==> config.mk <==
export PLATFORM = sky130hd
export DESIGN_NAME = mc_controller
export DESIGN_NICKNAME = d
export VERILOG_FILES = /design/src/rtl/mips_ctrl_pkg.sv /design/src/rtl/mc_aludec.sv /design/src/rtl/mc_controller.sv
export SDC_FILE = /design/constraint.sdc
export NUM_CORES = 1
export LEC_CHECK = 0
export BUFFER_PORTS_ARGS = -buffer_cell sky130_fd_sc_hd__buf_2
export CAP_MARGIN = 5
export CORE_ASPECT_RATIO = 1.2
export CORE_MARGIN = 5
export CORE_UTILIZATION = 30
export CTS_CLUSTER_SIZE = 12
export DETAILED_ROUTE_END_ITERATION = 16
export SLEW_MARGIN = 20
export SYNTH_ARGS = -nofsm -noshare
export SYNTH_HDL_FRONTEND = slang
export SYNTH_SLANG_ARGS = --single-unit
==> constraint.sdc <==
create_clock -name clk -period 2.7 [get_ports clk]
set_input_delay 0.405 -clock clk [delete_from_list [all_inputs] [get_ports clk]]
set_output_delay 0.405 -clock clk [all_outputs]
set_load 0.01 [all_outputs]
==> src/rtl/mips_ctrl_pkg.sv <==
// Shared definitions for the multicycle MIPS control unit: state encoding,
// opcode/funct values, alucontrol codes and the aluop handed to mc_aludec.
// Build option: define MC_BNE_EN to add the BNEEX state (bne support).
package mips_ctrl_pkg;

  typedef enum logic [3:0] {
    S_FETCH   = 4'd0,
    S_DECODE  = 4'd1,
    S_MEMADR  = 4'd2,
    S_MEMRD   = 4'd3,
    S_MEMWB   = 4'd4,
    S_MEMWR   = 4'd5,
    S_RTYPEEX = 4'd6,
    S_RTYPEWB = 4'd7,
    S_BEQEX   = 4'd8,
    S_ADDIEX  = 4'd9,
    S_ADDIWB  = 4'd10,
    S_JEX     = 4'd11
`ifdef MC_BNE_EN
    , S_BNEEX = 4'd12
`endif
  } state_t;

  localparam logic [5:0] OP_RTYPE = 6'b000000;
  localparam logic [5:0] OP_LW    = 6'b100011;
  localparam logic [5:0] OP_SW    = 6'b101011;
  localparam logic [5:0] OP_BEQ   = 6'b000100;
  localparam logic [5:0] OP_BNE   = 6'b000101;
  localparam logic [5:0] OP_ADDI  = 6'b001000;
  localparam logic [5:0] OP_J     = 6'b000010;

  localparam logic [5:0] F_ADD = 6'b100000;
  localparam logic [5:0] F_SUB = 6'b100010;
  localparam logic [5:0] F_AND = 6'b100100;
  localparam logic [5:0] F_OR  = 6'b100101;
  localparam logic [5:0] F_SLT = 6'b101010;

  localparam logic [2:0] ALU_ADD = 3'b010;
  localparam logic [2:0] ALU_SUB = 3'b110;
  localparam logic [2:0] ALU_AND = 3'b000;
  localparam logic [2:0] ALU_OR  = 3'b001;
  localparam logic [2:0] ALU_SLT = 3'b111;

  typedef enum logic [1:0] {
    AOP_ADD   = 2'b00,
    AOP_SUB   = 2'b01,
    AOP_FUNCT = 2'b10
  } aluop_t;

endpackage

==> src/rtl/mc_aludec.sv <==
// ALU decoder: maps (aluop, funct) to the 3-bit alucontrol. Combinational.
// Ports: aluop (add/sub/funct select), funct (instr[5:0]), alucontrol out.
module mc_aludec
  import mips_ctrl_pkg::*;
(
  input  aluop_t     aluop,
  input  logic [5:0] funct,
  output logic [2:0] alucontrol
);

  always_comb begin
    alucontrol = ALU_ADD;
    case (aluop)
      AOP_SUB:   alucontrol = ALU_SUB;
      AOP_FUNCT: begin
        case (funct)
          F_ADD:   alucontrol = ALU_ADD;
          F_SUB:   alucontrol = ALU_SUB;
          F_AND:   alucontrol = ALU_AND;
          F_OR:    alucontrol = ALU_OR;
          F_SLT:   alucontrol = ALU_SLT;
          default: alucontrol = ALU_ADD; // unknown funct falls back to add
        endcase
      end
      default:   alucontrol = ALU_ADD;
    endcase
  end

endmodule

==> src/rtl/mc_controller.sv <==
// Multicycle MIPS control unit: Moore FSM sequencing the datapath one state
// per clock, stalling FETCH/MEMRD/MEMWR on memready.
// Ports: clk, reset (async, active low), op/funct from IR, zero from ALU,
//   memready handshake; outputs are datapath enables, mux selects,
//   alucontrol, an illegal-opcode pulse and the debug state.
// Build option: define MC_BNE_EN to decode bne (op 000101) into BNEEX.
module mc_controller
  import mips_ctrl_pkg::*;
#(
  parameter int STATE_W         = 4,
  parameter int IGNORE_MEMREADY = 0
) (
  input  logic               clk,
  input  logic               reset,
  input  logic [5:0]         op,
  input  logic [5:0]         funct,
  input  logic               zero,
  input  logic               memready,
  output logic               pcen,
  output logic               irwrite,
  output logic               regwrite,
  output logic               memwrite,
  output logic               memread,
  output logic               iord,
  output logic               regdst,
  output logic               memtoreg,
  output logic               alusrca,
  output logic [1:0]         alusrcb,
  output logic [1:0]         pcsrc,
  output logic [2:0]         alucontrol,
  output logic               illegal,
  output logic [STATE_W-1:0] state
);

  state_t state_q, state_d;
  aluop_t aluop;
  logic   mem_rdy;
  logic   pcwrite, branch;
  logic   irwrite_c, regwrite_c, memwrite_c, memread_c, illegal_c;
`ifdef MC_BNE_EN
  logic   bne;
`endif

  assign mem_rdy = (IGNORE_MEMREADY != 0) ? 1'b1 : memready;

  always_ff @(posedge clk or negedge reset) begin
    if (!reset) state_q <= S_FETCH;
    else        state_q <= state_d;
  end

  always_comb begin
    state_d    = state_q;
    pcwrite    = 1'b0;
    branch     = 1'b0;
`ifdef MC_BNE_EN
    bne        = 1'b0;
`endif
    irwrite_c  = 1'b0;
    regwrite_c = 1'b0;
    memwrite_c = 1'b0;
    memread_c  = 1'b0;
    illegal_c  = 1'b0;
    iord       = 1'b0;
    regdst     = 1'b0;
    memtoreg   = 1'b0;
    alusrca    = 1'b0;
    alusrcb    = 2'b00;
    pcsrc      = 2'b00;
    aluop      = AOP_ADD;
    case (state_q)
      S_FETCH: begin
        memread_c = 1'b1;
        alusrcb   = 2'b01;
        irwrite_c = mem_rdy;
        pcwrite   = mem_rdy;
        if (mem_rdy) state_d = S_DECODE;
      end
      S_DECODE: begin
        alusrcb = 2'b11; // branch target precomputed into aluout
        case (op)
          OP_LW, OP_SW: state_d = S_MEMADR;
          OP_RTYPE:     state_d = S_RTYPEEX;
          OP_BEQ:       state_d = S_BEQEX;
          OP_ADDI:      state_d = S_ADDIEX;
          OP_J:         state_d = S_JEX;
`ifdef MC_BNE_EN
          OP_BNE:       state_d = S_BNEEX;
`endif
          default: begin
            illegal_c = 1'b1;
            state_d   = S_FETCH;
          end
        endcase
      end
      S_MEMADR: begin
        alusrca = 1'b1;
        alusrcb = 2'b10;
        state_d = (op == OP_SW) ? S_MEMWR : S_MEMRD;
      end
      S_MEMRD: begin
        memread_c = 1'b1;
        iord      = 1'b1;
        if (mem_rdy) state_d = S_MEMWB;
      end
      S_MEMWB: begin
        regwrite_c = 1'b1;
        memtoreg   = 1'b1;
        state_d    = S_FETCH;
      end
      S_MEMWR: begin
        memwrite_c = 1'b1; // held for the whole stall
        iord       = 1'b1;
        if (mem_rdy) state_d = S_FETCH;
      end
      S_RTYPEEX: begin
        alusrca = 1'b1;
        aluop   = AOP_FUNCT;
        state_d = S_RTYPEWB;
      end
      S_RTYPEWB: begin
        regwrite_c = 1'b1;
        regdst     = 1'b1;
        state_d    = S_FETCH;
      end
      S_BEQEX: begin
        alusrca = 1'b1;
        aluop   = AOP_SUB;
        pcsrc   = 2'b01;
        branch  = 1'b1;
        state_d = S_FETCH;
      end
`ifdef MC_BNE_EN
      S_BNEEX: begin
        alusrca = 1'b1;
        aluop   = AOP_SUB;
        pcsrc   = 2'b01;
        bne     = 1'b1;
        state_d = S_FETCH;
      end
`endif
      S_ADDIEX: begin
        alusrca = 1'b1;
        alusrcb = 2'b10;
        state_d = S_ADDIWB;
      end
      S_ADDIWB: begin
        regwrite_c = 1'b1;
        state_d    = S_FETCH;
      end
      S_JEX: begin
        pcsrc   = 2'b10;
        pcwrite = 1'b1;
        state_d = S_FETCH;
      end
      default: state_d = S_FETCH;
    endcase
  end

  mc_aludec u_aludec (
    .aluop      (aluop),
    .funct      (funct),
    .alucontrol (alucontrol)
  );

  // Strobes are gated by reset directly so they drop the moment reset
  // asserts, not at the next edge: an aborted instruction never commits.
`ifdef MC_BNE_EN
  assign pcen     = reset & (pcwrite | (branch & zero) | (bne & ~zero));
`else
  assign pcen     = reset & (pcwrite | (branch & zero));
`endif
  assign irwrite  = reset & irwrite_c;
  assign regwrite = reset & regwrite_c;
  assign memwrite = reset & memwrite_c;
  assign memread  = reset & memread_c;
  assign illegal  = reset & illegal_c;
  assign state    = STATE_W'(state_q);

endmodule

==> run summary <==
drt pass-1 iters = 4
later-pin clock latency in the skew report = 0.23 ns
Syn Nets = 105
Setup crit start kind = flip-flop
Die Area = 3041 um^2
clock share of power = 0.117
nets@finish = 147
WP data required = 2.30 ns
setup TNS = 0 ns
initial antenna violation count = 0
switching portion of total power = 0.4917
final-layout fill cell count = 213
synthesized area per cell = 7.018 um^2
peak supply drop = 0.4813 mV
post-synthesis instance total = 87
IO Port Bufs = 36
H-tree depth = 1
crit-path max cell delay = 0.36 ns
Clock Skew = 0.0002003 ns
Pwr Density = 724.3 nW/um^2
footprint of the multi-input gates = 462.9 um^2
CTS tree = built
Final Hold Vio Count = 0
synthesis-stage register bit count = 4
Routed WL = 1910 um
flop2flop setup slack = 1.27 ns
Period minus WS final = 2.368 ns
Die W = 51.19 um
register area = 101.3 um^2
Crit Path Category = flip-flop to output pin
cts bufs inserted = 3
DRT antenna net count = 0
Starting Density = 0.3046
sequential area share after synthesis = 0.1639
endpoints failing setup = 0
GRT Resource Usage Total = 0.1349
Hold WC Path Type = input port to async pin
Rows = 18
pre-CTS setup slack = 0.4805 ns
Initial DRC Count = 13
Area Growth Syn to Fin = 39.34%
Yosys Warn Count = 0
Max Transition Viols Final = 0
WP data arrival = 1.96 ns
Levels on crit path = 7
Top delay family on crit path = simple AND/OR/NAND/NOR gates
Critical Path End Type = output pin
max_slew headroom = 0.7210
clk slew on worst S/H paths = 0.04 ns
CTS Root Cell = clkbuf_4
vias in the first global route = 775
Combinational Power Share = 0.691
Core ar. = 2004 um^2
crit-path max FO = 5
Lkg Pwr = 0.4342 nW
Routed wire per std cell = 12.99 um
max FFs per register = 4
worst path cell trace = nand2b_1, nor3_1, inv_1, ha_1, nand3b_1, o22ai_1, buf_2
CTS Buffer Depth = 2
fraction of layout cells with a size suffix above 1 = 0.3622
WP buf/inv = 2
synth unique cells = 34
status = finished clean
Final period util = 0.8771
first-pass GRT wire length = 3208 um
Reg2Reg Capture Point = state[1]
DR vias = 798
Die H = 59.42 um
Sink Count = 4
largest net degree at the start of global routing = 17
HPWL Detailed = 1546 um
FF-to-FF Start = state[2]
Slowest-stage cell, CP = dfrtp_1
worst r2r path cells = 5
Psw = 0.3030 mW
Tightest Pin Transition = 0.4147 ns
slack of the critical path = 0.3318 ns
P_int = 0.3132 mW
Antenna Cells = 0
DRC = 0
gr ovfl total = 0
number of max-cap violations = 0
RSZ-0062 raised after global routing = no
IO Pins = 37
vias per cell = 5.429
Placer Congestion = 0.8346
Seq pwr share = 0.192
Mapped Area = 610.6 um^2
Peak Freq = 422.3 MHz
==> area by class of cell <==
| cell class | count | area share |
|---|---|---|
| Tap cell | 20 | 0.02941 |
| Inverter | 7 | 0.03088 |
| Multi-Input combinational cell | 73 | 0.5441 |
| Timing Repair Buffer | 40 | 0.2500 |
| Sequential cell | 4 | 0.1191 |
| Clock buffer | 3 | 0.02647 |
==> through the flow <==
step	std cells	hold slack, ns	utilization	total power [mW]	area (um^2)
6_report	147	0.5415	0.4245	0.6163	850.8
5_1_grt	147	0.5606	0.4245	0.6784	850.8
4_1_cts	147	0.5338	0.4238	0.6230	849.6
3_5_place_dp	143	0.2455	0.4076	0.5464	817.0
3_3_place_gp	143	0.2392	0.4076	0.5473	817.0
2_1_floorplan	87	0.1094	-	0.3903	610.6
==> cells in the final DEF (no fill, tap or decap), drive strengths merged, types with 3 or more instances in the layout <==
| cell | instances |
|---|---|
| and4 | 4 |
| o21ai | 7 |
| clkbuf | 3 |
| a21oi | 6 |
| nor2b | 3 |
| nand2b | 4 |
| inv | 7 |
| dfrtp | 4 |
| nand2 | 5 |
| nor2 | 8 |
| buf | 39 |
| nor3 | 10 |
==> power by group through the flow <==
stage	Combinational (mW)	Sequential (mW)	Clock, mW
4_1_cts	0.433	0.116	0.0748
2_1_floorplan	0.274	0.116	0
3_3_place_gp	0.433	0.114	0
3_5_place_dp	0.430	0.117	0
5_1_grt	0.475	0.123	0.0799
6_report	0.426	0.118	0.0719
==> cells in the mapped netlist <==
cell type / count / share of area
and3_2: 1 / 0.012
and3_1: 1 / 0.010
a2bb2oi_1: 1 / 0.014
a32o_1: 1 / 0.016
nor3_1: 9 / 0.074
nor3_2: 1 / 0.016
buf_6: 1 / 0.018
mux2i_1: 1 / 0.016
a21oi_1: 6 / 0.049
ha_1: 2 / 0.041
nor2b_1: 3 / 0.031
dfrtp_1: 4 / 0.16
xnor2_1: 1 / 0.014
or3b_2: 1 / 0.014
and4_1: 4 / 0.057
nor3b_1: 1 / 0.012
nand2_1: 5 / 0.031
o41a_1: 1 / 0.018
nand3_1: 2 / 0.016
nand2b_1: 4 / 0.041
o311ai_1: 1 / 0.014
o31ai_1: 2 / 0.025
xor2_1: 2 / 0.029
o22ai_1: 1 / 0.010
nor2_1: 8 / 0.049
o21ai_0: 6 / 0.049
a211o_1: 2 / 0.029
inv_1: 7 / 0.043
nand3b_1: 1 / 0.012
buf_2: 2 / 0.016
nor4_1: 1 / 0.010
o21ai_1: 1 / 0.0082
o21bai_1: 1 / 0.012
o21a_1: 2 / 0.025
==> cells by family (layout without fill, tap and decap cells) <==
group / count (synthesis) / in the layout / synth area share
simple gates: 42 / 42 / 0.3873
flops: 4 / 4 / 0.1639
compound gates: 25 / 25 / 0.2705
fa+ha+maj: 2 / 2 / 0.04098
mux: 1 / 1 / 0.01639
buf+inv: 10 / 50 / 0.07788
xor+xnor: 3 / 3 / 0.04304
==> repair_timing <==
| action | 4_1_cts | 5_1_grt |
|---|---|---|
| hold buffers | 1 | 0 |
| gates resized for setup | 0 | 1 |
| endpoints found under the hold margin | 4 | 0 |
| setup endpoints to repair | 0 | 1 |
| setup buffers | 0 | 0 |
==> layer usage <==
layer | wire (um) | share of wire | vias to the layer above | GRT usage
met5 | 0 | 0 | - | 0
met4 | 6 | 0.0031 | 0 | 0.04615
met3 | 151 | 0.079 | 2 | 0.02267
met2 | 980 | 0.51 | 29 | 0.2505
met1 | 773 | 0.40 | 360 | 0.1533
li1 | - | - | 407 | -
==> how the worst max path moves through the flow <==
stage | end | slack, ns | startpoint
detailed placement | alucontrol[2] | 0.48 | state[1]
finish | alucontrol[2] | 0.33 | state[2]
global route | alucontrol[2] | 0.15 | state[2]
global placement | alucontrol[2] | 0.56 | state[1]
CTS | alucontrol[2] | 0.23 | state[1]
floorplan | alucontrol[2] | 0.59 | state[2]
Note: power is estimated with default switching activity, not from simulation.
